<file path="config.mk">
export PLATFORM = sky130hd
export DESIGN_NAME = lsu_mem_ctrl
export DESIGN_NICKNAME = d
export VERILOG_FILES = /design/src/rtl/lsu_mem_ctrl.sv
export SDC_FILE = /design/constraint.sdc
export NUM_CORES = 1
export LEC_CHECK = 0
export ABC_AREA = 1
export CAP_MARGIN = 20
export CORE_MARGIN = 2
export CORE_UTILIZATION = 41
export DETAILED_ROUTE_END_ITERATION = 16
export PLACE_DENSITY = 0.78
export SLEW_MARGIN = 20
export SYNTH_ARGS = -nofsm -noshare
export SYNTH_HDL_FRONTEND = slang
export SYNTH_SLANG_ARGS = --single-unit
</file>
<file path="constraint.sdc">
create_clock -name clk -period 1.35 [get_ports clk]
set_clock_uncertainty 0.05 [all_clocks]
set_input_delay 0.27 -clock clk [delete_from_list [all_inputs] [get_ports clk]]
set_output_delay 0.27 -clock clk [all_outputs]
set_load 0.01 [all_outputs]
</file>
<file path="src/rtl/lsu_mem_ctrl.sv">
// MEM-stage load/store initiator: turns pipeline loads/stores into word-aligned
// memory accesses over a req/ready handshake and returns extended load data.
module lsu_mem_ctrl #(
  parameter int DATA_WIDTH     = 32,
  parameter int ADDR_WIDTH     = 32,
  parameter int TIMEOUT_CYCLES = 16
) (
  input  logic                  clk,
  input  logic                  rst_n,
  input  logic                  memread_m,
  input  logic                  memwrite_m,
  input  logic [2:0]            funct3_m,
  input  logic [ADDR_WIDTH-1:0] alu_result_m,
  input  logic [DATA_WIDTH-1:0] write_data_m,
  output logic                  stall_m,
  output logic [DATA_WIDTH-1:0] read_data_m,
  output logic                  load_valid_m,
  output logic                  access_fault_m,
  output logic                  bus_err_m,
  output logic                  mem_req,
  output logic                  mem_we,
  output logic [ADDR_WIDTH-1:0] mem_addr,
  output logic [DATA_WIDTH-1:0] mem_wdata,
  output logic [3:0]            mem_be,
  input  logic                  mem_ready,
  input  logic [DATA_WIDTH-1:0] mem_rdata
);

  typedef enum logic [1:0] {
    IDLE = 2'd0,
    BUSY = 2'd1,
    DONE = 2'd2
  } state_e;

  localparam logic [7:0] LastBusy = 8'(TIMEOUT_CYCLES - 1);

  state_e                state_q;
  logic [7:0]            busyCnt_q;
  logic [2:0]            funct3_q;
  logic [1:0]            off_q;
  logic                  memReq_q;
  logic                  memWe_q;
  logic [ADDR_WIDTH-1:0] memAddr_q;
  logic [DATA_WIDTH-1:0] memWdata_q;
  logic [3:0]            memBe_q;
  logic [DATA_WIDTH-1:0] readData_q;
  logic                  loadValid_q;
  logic                  fault_q;
  logic                  busErr_q;

  logic                  request;
  logic                  misaligned;
  logic                  unsupported;
  logic                  fault;
  logic                  validReq;
  logic [1:0]            off;
  logic [3:0]            be_d;
  logic [DATA_WIDTH-1:0] wdata_d;
  logic [DATA_WIDTH-1:0] shifted_d;
  logic [DATA_WIDTH-1:0] loadData_d;

  // Request decode: legality, byte lanes and replicated store data.
  always_comb begin
    request     = memread_m | memwrite_m;
    off         = alu_result_m[1:0];
    misaligned  = 1'b0;
    unsupported = 1'b0;
    case (funct3_m)
      3'b000, 3'b100: misaligned = 1'b0;
      3'b001, 3'b101: misaligned = off[0];
      3'b010:         misaligned = |off;
      default:        unsupported = 1'b1;
    endcase
    if (memwrite_m && funct3_m[2]) unsupported = 1'b1;
    fault    = request & (misaligned | unsupported);
    validReq = request & ~fault;
    case (funct3_m[1:0])
      2'b00: begin
        be_d    = 4'b0001 << off;
        wdata_d = {4{write_data_m[7:0]}};
      end
      2'b01: begin
        be_d    = 4'b0011 << off;
        wdata_d = {2{write_data_m[15:0]}};
      end
      default: begin
        be_d    = 4'b1111;
        wdata_d = write_data_m;
      end
    endcase
  end

  always_comb begin
    shifted_d = mem_rdata >> {off_q, 3'b000};
    case (funct3_q)
      3'b000:  loadData_d = {{24{shifted_d[7]}}, shifted_d[7:0]};
      3'b100:  loadData_d = {24'd0, shifted_d[7:0]};
      3'b001:  loadData_d = {{16{shifted_d[15]}}, shifted_d[15:0]};
      3'b101:  loadData_d = {16'd0, shifted_d[15:0]};
      default: loadData_d = shifted_d;
    endcase
  end

  // Gating with rst_n keeps stall low while reset is held even if a request is presented.
  assign stall_m = rst_n & ((state_q == BUSY) | ((state_q == IDLE) & validReq));

  always_ff @(posedge clk or negedge rst_n) begin
    if (!rst_n) begin
      state_q     <= IDLE;
      busyCnt_q   <= 8'd0;
      funct3_q    <= 3'd0;
      off_q       <= 2'd0;
      memReq_q    <= 1'b0;
      memWe_q     <= 1'b0;
      memAddr_q   <= '0;
      memWdata_q  <= '0;
      memBe_q     <= 4'd0;
      readData_q  <= '0;
      loadValid_q <= 1'b0;
      fault_q     <= 1'b0;
      busErr_q    <= 1'b0;
    end else begin
      loadValid_q <= 1'b0;
      fault_q     <= 1'b0;
      busErr_q    <= 1'b0;
      case (state_q)
        IDLE: begin
          if (fault) begin
            fault_q <= 1'b1;
          end else if (validReq) begin
            state_q    <= BUSY;
            busyCnt_q  <= 8'd0;
            memReq_q   <= 1'b1;
            memWe_q    <= memwrite_m;
            memAddr_q  <= {alu_result_m[ADDR_WIDTH-1:2], 2'b00};
            memWdata_q <= wdata_d;
            memBe_q    <= be_d;
            funct3_q   <= funct3_m;
            off_q      <= off;
          end
        end
        BUSY: begin
          busyCnt_q <= busyCnt_q + 8'd1;
          if (mem_ready) begin
            state_q  <= DONE;
            memReq_q <= 1'b0;
            if (!memWe_q) begin
              readData_q  <= loadData_d;
              loadValid_q <= 1'b1;
            end
          end else if (busyCnt_q == LastBusy) begin
            state_q  <= DONE;
            memReq_q <= 1'b0;
            busErr_q <= 1'b1;
          end
        end
        DONE: begin
          state_q   <= IDLE;
          busyCnt_q <= 8'd0;
        end
        default: state_q <= IDLE;
      endcase
    end
  end

  assign mem_req        = memReq_q;
  assign mem_we         = memWe_q;
  assign mem_addr       = memAddr_q;
  assign mem_wdata      = memWdata_q;
  assign mem_be         = memBe_q;
  assign read_data_m    = readData_q;
  assign load_valid_m   = loadValid_q;
  assign access_fault_m = fault_q;
  assign bus_err_m      = busErr_q;

endmodule

</file>
==> key figures, run 1 <==
Pwr
  – Leak pwr: 4.94 nW
  – Pwr/cell area: 1930 nW/um^2
  – Pwr Total: around 19 mW
  – Peak VDD IR: 0.00109 V

Final layout
  – Non-filler instance count after layout: 1224
  – Share of cells above drive strength 1: 33.4%
  – Final instance area: 9770 sq um
  – Area growth from synthesis to layout: 71.6%
  – Multi-input combinational cell area: 2760 sq um
  – Fin nets: 1141
  – Reg area: between 2000 and 3000 sq um
  – Number of fill cells: 1033
  – N_diodes: 0

Routing
  – Drt first pass iters: 8
  – Wirelength, routed: 22.4 mm
  – DR WL/cell: about 18 um
  – Initial DRC Count: between 400 and 500
  – DRC viols: 0
  – Final antenna-violating net count: 0
  – DR vias: about 6400
  – DR vias/cell: between 5 and 6

Critical path
  – WP data required: 1.03 ns
  – WP depth: 6
  – Critical path class: reg2out
  – Worst path slowest cell: dfrtp_1
  – Crit path max fanout: 2
  – CP Data Arrival Time: 1.45 ns
  – Worst setup EP type: primary output
  – Startpoint types: register
  – Delay-heaviest family, CP: flip-flops
  – Reg-to-reg slack, setup: -0.36 ns
  – Highest cell delay on the worst timing path: 0.41 ns
  – FF-to-FF path depth: 10
  – Buf/Inv on CP: 2
  – Cells along the critical path: inv_2, nand2_4, nor2_4, nand3_4, a21boi_4, buf_6

Floorplanning
  – Row count: 43
  – Top-Level Pins: 210
  – Starting Density: roughly two fifths
  – Die X: 122 um
  – Die area: 14800 sq um
  – Core Region: 13700 sq um
  – Die H: 122 um

Timing
  – Setup ws final: -0.424 ns
  – RSZ-0062 raised after global routing: yes
  – Final min period: 1.77 ns
  – Endpoints failing setup: 110
  – Crit share post-route: 131%
  – Pins over their slew limit: 0
  – Max Clk Rate: 0.564 GHz
  – Fin. Hold Viols: 0

Synth
  – Distinct cells, synth: 25
  – Synth Register Bits: 118
  – Seq/Total Area, Yosys: 51.8%
  – Yosys warning count: 0
  – Mean area per synthesized cell: ~7.7 sq um
  – Cell Area, Synth: between 5000 and 6000 sq um
  – Post-synthesis instance total: between 700 and 800

Global routing
  – GRT Util Overall: about a quarter
  – Initial antenna violation count: 0
  – Global route total overflow: 0
  – First-pass GRT wire length: 30.2 mm
  – Pin count of the biggest net entering global routing: 106
  – Vias in the first global route: about 5900

Placed design
  – Placed Cells: approximately 1200
  – DP Worst Slack: -1.03 ns
  – Gp weighted congestion: between 0.9 and 1
  – HPWL Detailed: 12.7 mm
  – Area after DPL: approximately 8400 sq um
  – IO Port Bufs: a little over 200

Run status
  – Outcome: finished with violations
  – Failing checks: negative setup slack

CTS
  – Clock tree sinks: 118
  – TritonCTS buffer count: 17
  – Number of H-tree levels: 4
  – CTS Root Cell: clkbuf_16
  – Worst-path clk slew: approximately 0.06 ns
  – Clk_lat worst skew: between 0.4 and 0.5 ns
  – Clock Path Buffers: 2
  – CTS tree: done

Min path
  – Hold crit path type: in2reg
  – Hold path depth: 4

Flow run
  – Max Cap Viol: 0
## metrics by stage
| stage | utilization, % | hold slack, ns | setup TNS, ns |
|---|---|---|---|
| 3_3_place_gp | 61.5 | 0.225 | -72.79 |
| 3_5_place_dp | 61.5 | 0.214 | -75.39 |
| 4_1_cts | 65.9 | 0.300 | -14.85 |
| 6_report | 71.2 | 0.316 | -26.50 |
| 5_1_grt | 71.2 | 0.320 | -34.17 |
| 2_1_floorplan | - | -0.0756 | -0.147 |
## layer usage
layer | GRT usage [%] | wire length (um) | vias to the layer above
li1 | - | - | 2947
met1 | 31.2 | 8430 | 3046
met2 | 43.9 | 11000 | 362
met3 | 8.75 | 2010 | 78
met4 | 11.9 | 929 | 0
met5 | 0 | 0 | -
## power by group
part,switching (mW),leakage [nW],internal (mW)
registers,0.877,1.45,4.96
logic,4.63,3.21,4.00
clock network,1.54,0.279,2.84
## cells by family after synthesis
logic type	after synthesis	share of synthesized area (%)
buffers and inverters	93	7.40
other	1	0.0658
AOI/OAI and AO/OA	119	11.2
and+or+nand+nor	403	29.3
adders and majority gates	1	0.220
DFF	118	51.8
## state kept, by name (all words and copies together), names as in the netlist
signal and flops:
busyCnt_q 8, funct3_q 3, off_q 2, load_valid_m 1, mem_req 1, mem_wdata 32
mem_addr 30, mem_be 4, mem_we 1, read_data_m 32, state_q 2, bus_err_m 1
access_fault_m 1
## synthesized netlist by cell type
library cell  number  area share (%)
clkbuf_1          12            0.79
nand3_2            1            0.18
a21oi_1           35             3.1
nand4_1            2            0.22
nand2_1          297              20
nand3_1           44             3.9
o21ai_0           54             4.7
nand2_2            3            0.33
nor2_4             2            0.40
inv_2              4            0.26
nor2_1            26             1.7
a31oi_1            8            0.88
buf_2             13             1.1
nand3b_1           1            0.13
buf_4             15             2.0
nor3_1             3            0.26
ha_1               1            0.22
or2_2             24             2.6
dfrtp_1          118              52
conb_1             1           0.066
inv_1             49             3.2
o21ai_1           10            0.88
a21boi_0           1            0.13
a21o_1             1            0.13
o211ai_1          10             1.3
## cell type report
cell class | instances | share of cell area, %
inverter | 53 | 2.33
sequential | 118 | 30.2
clock inverter | 5 | 0.768
clock buffer | 22 | 4.96
multi-input combinational | 525 | 28.3
tap | 180 | 2.31
timing repair buffer | 321 | 31.1
## final timing paths
check,start,endpoint
worst max-delay path,state_q[1],stall_m
worst min-delay path,memwrite_m,mem_we
worst max register to register,state_q[1],read_data_m[31]
worst min register to register,mem_wdata[3],mem_wdata[3]
max in group asynchronous,rst_n,off_q[0]
min in group asynchronous,rst_n,read_data_m[0]
## cell usage in the layout, fill, tap and decap left out, types with 10 or more instances in the layout
master and n:
o211ai_1 10, o21ai_0 29, nor2_1 16, inv_1 42, nand2_1 288, nand3_2 18, or2_2 15, buf_12 13
a21oi_1 27, buf_6 17, o21ai_1 27, dfrtp_1 117, nand3_1 26, buf_2 93, buf_4 63, clkdlybuf4s50_1 96
clkbuf_16 29
## worst reg2reg max path: stages, from the launching register on
cell	delay (ns)
dfrtp_1	0.41
buf_6	0.13
nor2_4	0.11
buf_6	0.13
nand2_8	0.06
buf_12	0.14
buf_16	0.15
a31oi_4	0.19
nand3_2	0.11
nand2_2	0.08
inv_2	0.03
## repair_timing
| action | CTS | global route |
|---|---|---|
| gates cloned | 8 | 15 |
| setup endpoints to repair | 221 | 215 |
| hold buffers | 1 | 0 |
| resized for setup | 451 | 126 |
| buffers inserted | 10 | 14 |
| hold endpoints to repair | 13 | 0 |
| pin swaps | 14 | 40 |
(Power assumes the default switching activity.)
==> run 2: changes to the inputs <==
--- a/config.mk
+++ b/config.mk
@@ -10,6 +10,7 @@
 export CORE_MARGIN = 2
 export CORE_UTILIZATION = 41
 export DETAILED_ROUTE_END_ITERATION = 16
+export MAX_ROUTING_LAYER = met4
 export PLACE_DENSITY = 0.78
 export SLEW_MARGIN = 20
 export SYNTH_ARGS = -nofsm -noshare
==> run 2 against run 1 <==
  * The run still ends with negative setup slack left
  * Combinational power increased by 2%
  * Setup slack improved by 0.0075 ns
  * Sequential share of layout area down 0.11 points
  * Largest cell class unchanged
  * Highest routed layer unchanged
==> key figures, run 2 (synthesized netlist as in run 1, its figures left out) <==
Routing
  – Wire length on met2: 10.9 mm (-0.86%)
  – DR WL/cell: 18.2 um (-0.42%)
  – DR vias/cell: 5.25 (about the same)
  – Metal3 WL: 2.04 mm (+1.5%)
  – Top layer used by detailed routing: met4
  – DR vias: 6422 (-0.17%)
  – Wirelength, routed: 22.2 mm (-0.50%)
  – DRT met1 WL: 8.49 mm (+0.74%)
  – Initial DRC Count: 423 (-13%)
  – Final antenna-violating net count: 0 (unchanged)
  – Drt first pass iters: 5 (-3)
  – DRC viols: 0 (unchanged)

Timing
  – Crit share post-route: 131% (-0.56 points)
  – Fin. Hold Viols: 0 (unchanged)
  – RSZ-0062 raised after global routing: yes
  – Pins over their slew limit: 0 (unchanged)
  – WHS: 0.315 ns (-0.000651 ns)
  – Max Clk Rate: 0.566 GHz (+0.43%)
  – Final min period: 1.77 ns (-0.00754 ns)
  – Setup ws final: -0.417 ns (+0.00754 ns)
  – TNS Setup: -25.58 ns (+0.926 ns)
  – Endpoints failing setup: 110 (unchanged)

Floorplanning
  – Die X: 122 um (unchanged)
  – Die area: 14800 sq um (unchanged)
  – Core Region: 13700 sq um (unchanged)
  – Die H: 122 um (unchanged)
  – Starting Density: 41.5% (unchanged)
  – Row count: 43 (unchanged)
  – Top-Level Pins: 210 (unchanged)

CTS
  – Worst-path clk slew: 0.05 ns (about the same)
  – Clk_lat worst skew: 0.42 ns (about the same)
  – Clock tree sinks: 118 (unchanged)
  – TritonCTS buffer count: 17 (unchanged)
  – CTS tree: done
  – Clock Path Buffers: 2 (unchanged)
  – CTS Root Cell: clkbuf_16
  – Number of H-tree levels: 4 (unchanged)

Global routing
  – GRT Util Overall: 27.2% (+0.78 points)
  – Global route total overflow: 0 (unchanged)
  – Initial antenna violation count: 0 (unchanged)
  – Vias in the first global route: 5981 (+0.81%)
  – Pin count of the biggest net entering global routing: 106 (unchanged)
  – First-pass GRT wire length: 30.0 mm (-0.43%)

Critical path
  – Startpoint types: register
  – CP Data Arrival Time: 1.45 ns (about the same)
  – WP data required: 1.03 ns (about the same)
  – Crit path max fanout: 2 (unchanged)
  – Cells along the critical path: inv_2, nand2_4, nor2_4, nand3_4, a21boi_4, buf_6
  – Highest cell delay on the worst timing path: 0.41 ns (about the same)
  – Worst path slowest cell: dfrtp_1
  – Critical path class: reg2out
  – Worst setup EP type: primary output

Final layout
  – Area growth from synthesis to layout: 72.2%
  – Final instance area: 9810 sq um (+0.37%)
  – Fin nets: 1140 (-0.088%)
  – Most common cell after layout, fill and taps aside: nand2_1
  – Share of cells above drive strength 1: 34.4% (+0.99 points)
  – Commonest non-fill, non-tap cells in the layout: 281 x nand2_1, 117 x dfrtp_1, 96 x clkdlybuf4s50_1, 93 x buf_2, 62 x buf_4
  – Core Util, Final: 71.5% (+0.26 points)
  – N_diodes: 0 (unchanged)

Run status
  – Outcome: finished with violations
  – Failing checks: negative setup slack

Placed design
  – HPWL Detailed: 12.7 mm (unchanged)
  – Area after DPL: 8440 sq um (unchanged)
  – Gp weighted congestion: 0.962 (+1.8%)
  – IO Port Bufs: 207 (unchanged)

Pwr
  – Leak pwr: 4.94 nW (about the same)
  – Pwr/cell area: 1940 nW/um^2 (+0.47%)
  – Peak VDD IR: 0.00109 V (+0.19%)

Flow run
  – Max Cap Viol: 0 (unchanged)

Min path
  – Hold crit path type: in2reg
## run 2: power breakdown
part,switching (mW),internal (mW)
Combinational,4.65,4.12
Clock,1.53,2.84
Sequential,0.897,4.96
Total,7.08,11.9
## run 2: path summary, 6_finish.rpt
path | cells past startpoint | slack, ns | endpoint | from
setup / recovery | 6 | -0.42 | stall_m | state_q[1]
hold / removal | 4 | 0.32 | mem_we | memwrite_m
setup reg to reg | 11 | -0.32 | mem_addr[8] | state_q[1]
hold reg to reg | 2 | 0.42 | mem_wdata[3] | mem_wdata[3]
max in group asynchronous | 4 | 0.28 | off_q[0] | rst_n
min in group asynchronous | 3 | 0.37 | read_data_m[0] | rst_n
## run 2: through the flow
stage / total power, mW / setup WS (ns) / std cells
CTS: 17.7 / -0.415 / 1198
floorplan: 9.29 / -0.0213 / 736
global route: 20.1 / -0.489 / 1223
global placement: 13.6 / -1.03 / 1154
finish: 19.0 / -0.417 / 1223
detailed placement: 13.7 / -1.03 / 1154
## run 2: cell type report
class / instances / area [sq um]
Tap cell: 180 / 225
Inverter: 53 / 230
Timing Repair Buffer: 320 / 3040
Sequential cell: 118 / 2950
Clock buffer: 22 / 484
Fill cell: 1022 / 3910
Multi-Input combinational cell: 525 / 2800
Clock inverter: 5 / 75.1
## run 2: metal layers
| layer | vias up | global-route usage, % |
|---|---|---|
| li1 | 2945 | - |
| met1 | 3034 | 31.8 |
| met2 | 363 | 43.9 |
| met3 | 80 | 7.87 |
| met4 | 0 | 12.0 |
| met5 | - | - |
## run 2: repair_timing
| item | CTS | global route |
|---|---|---|
| gates cloned | 8 | 15 |
| setup buffers | 10 | 14 |
| gates resized for setup | 451 | 152 |
| pin swaps | 14 | 42 |
| hold endpoints to repair | 13 | 0 |
| hold buffers | 1 | 0 |
| setup endpoints to repair | 221 | 215 |
## run 2: worst max-delay path, delay by kind of cell (launching register included)
family                 cells  cell delay (ns)
DFF                        1             0.41
buffers and inverters      2             0.21
AOI/OAI and AO/OA          1             0.15
and+or+nand+nor            3             0.27
==> run 3: changes to the inputs <==
--- a/config.mk
+++ b/config.mk
@@ -7,11 +7,13 @@
 export LEC_CHECK = 0
 export ABC_AREA = 1
 export CAP_MARGIN = 20
+export CELL_PAD_IN_SITES_DETAIL_PLACEMENT = 1
+export CELL_PAD_IN_SITES_GLOBAL_PLACEMENT = 1
 export CORE_MARGIN = 2
-export CORE_UTILIZATION = 41
+export CORE_UTILIZATION = 34
 export DETAILED_ROUTE_END_ITERATION = 16
 export MAX_ROUTING_LAYER = met4
-export PLACE_DENSITY = 0.78
+export PLACE_DENSITY_LB_ADDON = 0.1
 export SLEW_MARGIN = 20
 export SYNTH_ARGS = -nofsm -noshare
 export SYNTH_HDL_FRONTEND = slang
==> constraint.sdc (replaced) <==
create_clock -name clk -period 2.09 [get_ports clk]
set_clock_uncertainty 0.05 [all_clocks]
set_input_delay 0.418 -clock clk [delete_from_list [all_inputs] [get_ports clk]]
set_output_delay 0.418 -clock clk [all_outputs]
set_load 0.05 [all_outputs]
==> run 3 against run 2 <==
  * The flow now finishes without violations
  * Non-clock buffer count is 85 lower
  * Via count fell by 9.7%
  * First-iteration DRC count fell by 55%
  * Die area is 20% higher
  * Critical endpoint is now read_data_m[8]
==> key figures, run 3 (synthesized netlist as in run 1, its figures left out) <==
Timing
  – Fin. Hold Viols: 0 (unchanged)
  – Worst Tran Pin Value: 0.958 ns
  – Setup ws final: 0.0388 ns (+0.456 ns)
  – TNS Setup: 0 ns (+25.58 ns)
  – Slew headroom: 35.9%
  – RSZ-0062 raised after global routing: no
  – Endpoints failing setup: 0 (-100%)
  – Final min period: a little over 2 ns
  – Crit share post-route: 98.1%
  – Pins over their slew limit: 0 (unchanged)
  – WHS: 0.0773 ns (-0.238 ns)
  – Max Clk Rate: 0.488 GHz

Routing
  – Drt first pass iters: 6 (+1)
  – DR vias/cell: 4.89 (-6.9%)
  – DRT met1 WL: 7.93 mm (-6.6%)
  – Top layer used by detailed routing: met4
  – Wirelength, routed: 19.8 mm (-11%)
  – DR WL/cell: 16.7 um (-8.1%)
  – Metal3 WL: 1.46 mm (-28%)
  – Wire length on met2: 10.0 mm (-7.9%)
  – DRC viols: 0 (unchanged)
  – Initial DRC Count: 191 (-55%)
  – Final antenna-violating net count: 0 (unchanged)
  – DR vias: 5796 (-9.7%)

Global routing
  – Global route total overflow: 0 (unchanged)
  – First-pass GRT wire length: 32.1 mm (+6.9%)
  – Pin count of the biggest net entering global routing: 119 (+12%)
  – GRT Util Overall: 23.6% (-3.7 points)
  – Initial antenna violation count: 3 (+3)
  – Vias in the first global route: 6346 (+6.1%)

Critical path
  – WP data required: 1.62 ns (+0.59 ns)
  – Highest cell delay on the worst timing path: 0.81 ns (+0.40 ns)
  – Buf/Inv on CP: 1 (-1)
  – Crit path max fanout: 2 (unchanged)
  – Critical path class: reg2out
  – Worst setup EP type: primary output
  – Cells along the critical path: clkdlybuf4s50_1
  – CP Data Arrival Time: 1.58 ns (+0.13 ns)
  – Delay-heaviest family, CP: buffers and inverters
  – Startpoint types: register
  – Worst path slowest cell: clkdlybuf4s50_1

CTS
  – Clock Path Buffers: 2 (unchanged)
  – Clk_lat worst skew: 0.41 ns (about the same)
  – Number of H-tree levels: 4 (unchanged)
  – Worst-path clk slew: 0.06 ns (about the same)
  – Clock tree sinks: 118 (unchanged)
  – CTS Root Cell: clkbuf_16
  – CTS tree: done
  – TritonCTS buffer count: 17 (unchanged)

Final layout
  – Fin nets: 1055 (-7.5%)
  – Area growth from synthesis to layout: 56.0%
  – Most common cell after layout, fill and taps aside: nand2_1
  – Number of fill cells: 1963 (+92%)
  – Non-filler instance count after layout: 1185 (-3.1%)
  – Share of cells above drive strength 1: 12.5% (-22 points)
  – Commonest non-fill, non-tap cells in the layout: 293 x nand2_1, 143 x clkdlybuf4s50_1, 118 x dfrtp_1, 54 x o21ai_0, 47 x inv_1

Floorplanning
  – Die H: 133 um (+9.5%)
  – Die area: 17800 sq um (+20%)
  – Starting Density: 34.6% (-6.9 points)
  – Top-Level Pins: 210 (unchanged)
  – Die X: 133 um (+9.5%)
  – Row count: 47 (+9.3%)
  – Core Region: 16500 sq um (+20%)

Placed design
  – Gp weighted congestion: 0.873 (-9.2%)
  – Placed Cells: 1150 (-0.35%)
  – HPWL Detailed: 14.5 mm (+14%)
  – IO Port Bufs: 207 (unchanged)
  – DP Worst Slack: -0.103 ns (+0.929 ns)

Pwr
  – Pwr/cell area: 1610 nW/um^2 (-17%)
  – Peak VDD IR: 0.000847 V (-22%)
  – Leak pwr: 4.72 nW (-4.4%)

Min path
  – Hold crit path type: in2async

Flow run
  – Max Cap Viol: 0 (unchanged)

Run status
  – Outcome: finished clean
-- run 3: cell count changes in the layout (fill, tap and decap cells not counted), sizes merged, moves of 3 or more --
cell,delta
diode,+3
buf,-150
dlymetal6s2s,+39
clkbuf,-18
clkdlybuf4s50,+47
-- run 3: timing repair --
action,in CTS,in global routing
hold buffers,0,0
buffers inserted,0,1
gates resized for setup,12,46
gates cloned,0,0
endpoints found under the setup margin,7,35
pin swaps,0,3
-- run 3: path summary, 6_finish.rpt --
check,start,end,cells after the start,slack [ns]
max,read_data_m[8],read_data_m[8],1,0.04
max in group asynchronous,rst_n,mem_wdata[7],2,1.41
min in group clk,memwrite_m,mem_we,4,0.32
min reg2reg,mem_wdata[5],mem_wdata[5],2,0.42
min,rst_n,busyCnt_q[6],2,0.08
max reg2reg,funct3_q[1],read_data_m[27],6,0.32
-- run 3: cell type report --
class	instances	area, sq um	area share (%)
inverter	53	199	2.24
timing repair buffer	235	2450	27.6
antenna	3	7.51	0.0845
sequential	118	2950	33.2
clock buffer	24	512	5.76
multi-input combinational	525	2370	26.7
tap	220	275	3.10
clock inverter	7	116	1.31
-- run 3: routing by layer --
layer	track usage, %	vias up
met3	8.07	29
met4	7.62	0
met5	-	-
met1	26.3	2833
met2	39.8	171
li1	-	2763
-- run 3: worst reg2reg max path, stage by stage (launching register included) --
cell     delay, ns
dfrtp_1       0.36
inv_1         0.08
nor2_1        0.73
a31oi_1       0.23
nand3_1       0.15
nand2_1       0.06
inv_1         0.05
-- run 3: report_power, final --
group | switching [mW] | leakage, nW | internal [mW]
combinational | 5.07 | 2.96 | 2.41
clock | 1.04 | 0.308 | 2.06
sequential | 0.534 | 1.46 | 3.20
total | 6.64 | 4.72 | 7.67
-- run 3: through the flow --
step | cell area (sq um) | util (%) | power [mW]
4_1_cts | 8750 | 53.2 | 14.5
6_report | 8880 | 54.0 | 14.3
5_1_grt | 8880 | 54.0 | 15.1
2_1_floorplan | 5700 | - | 8.54
3_3_place_gp | 8120 | 49.3 | 11.1
3_5_place_dp | 8120 | 49.3 | 11.3
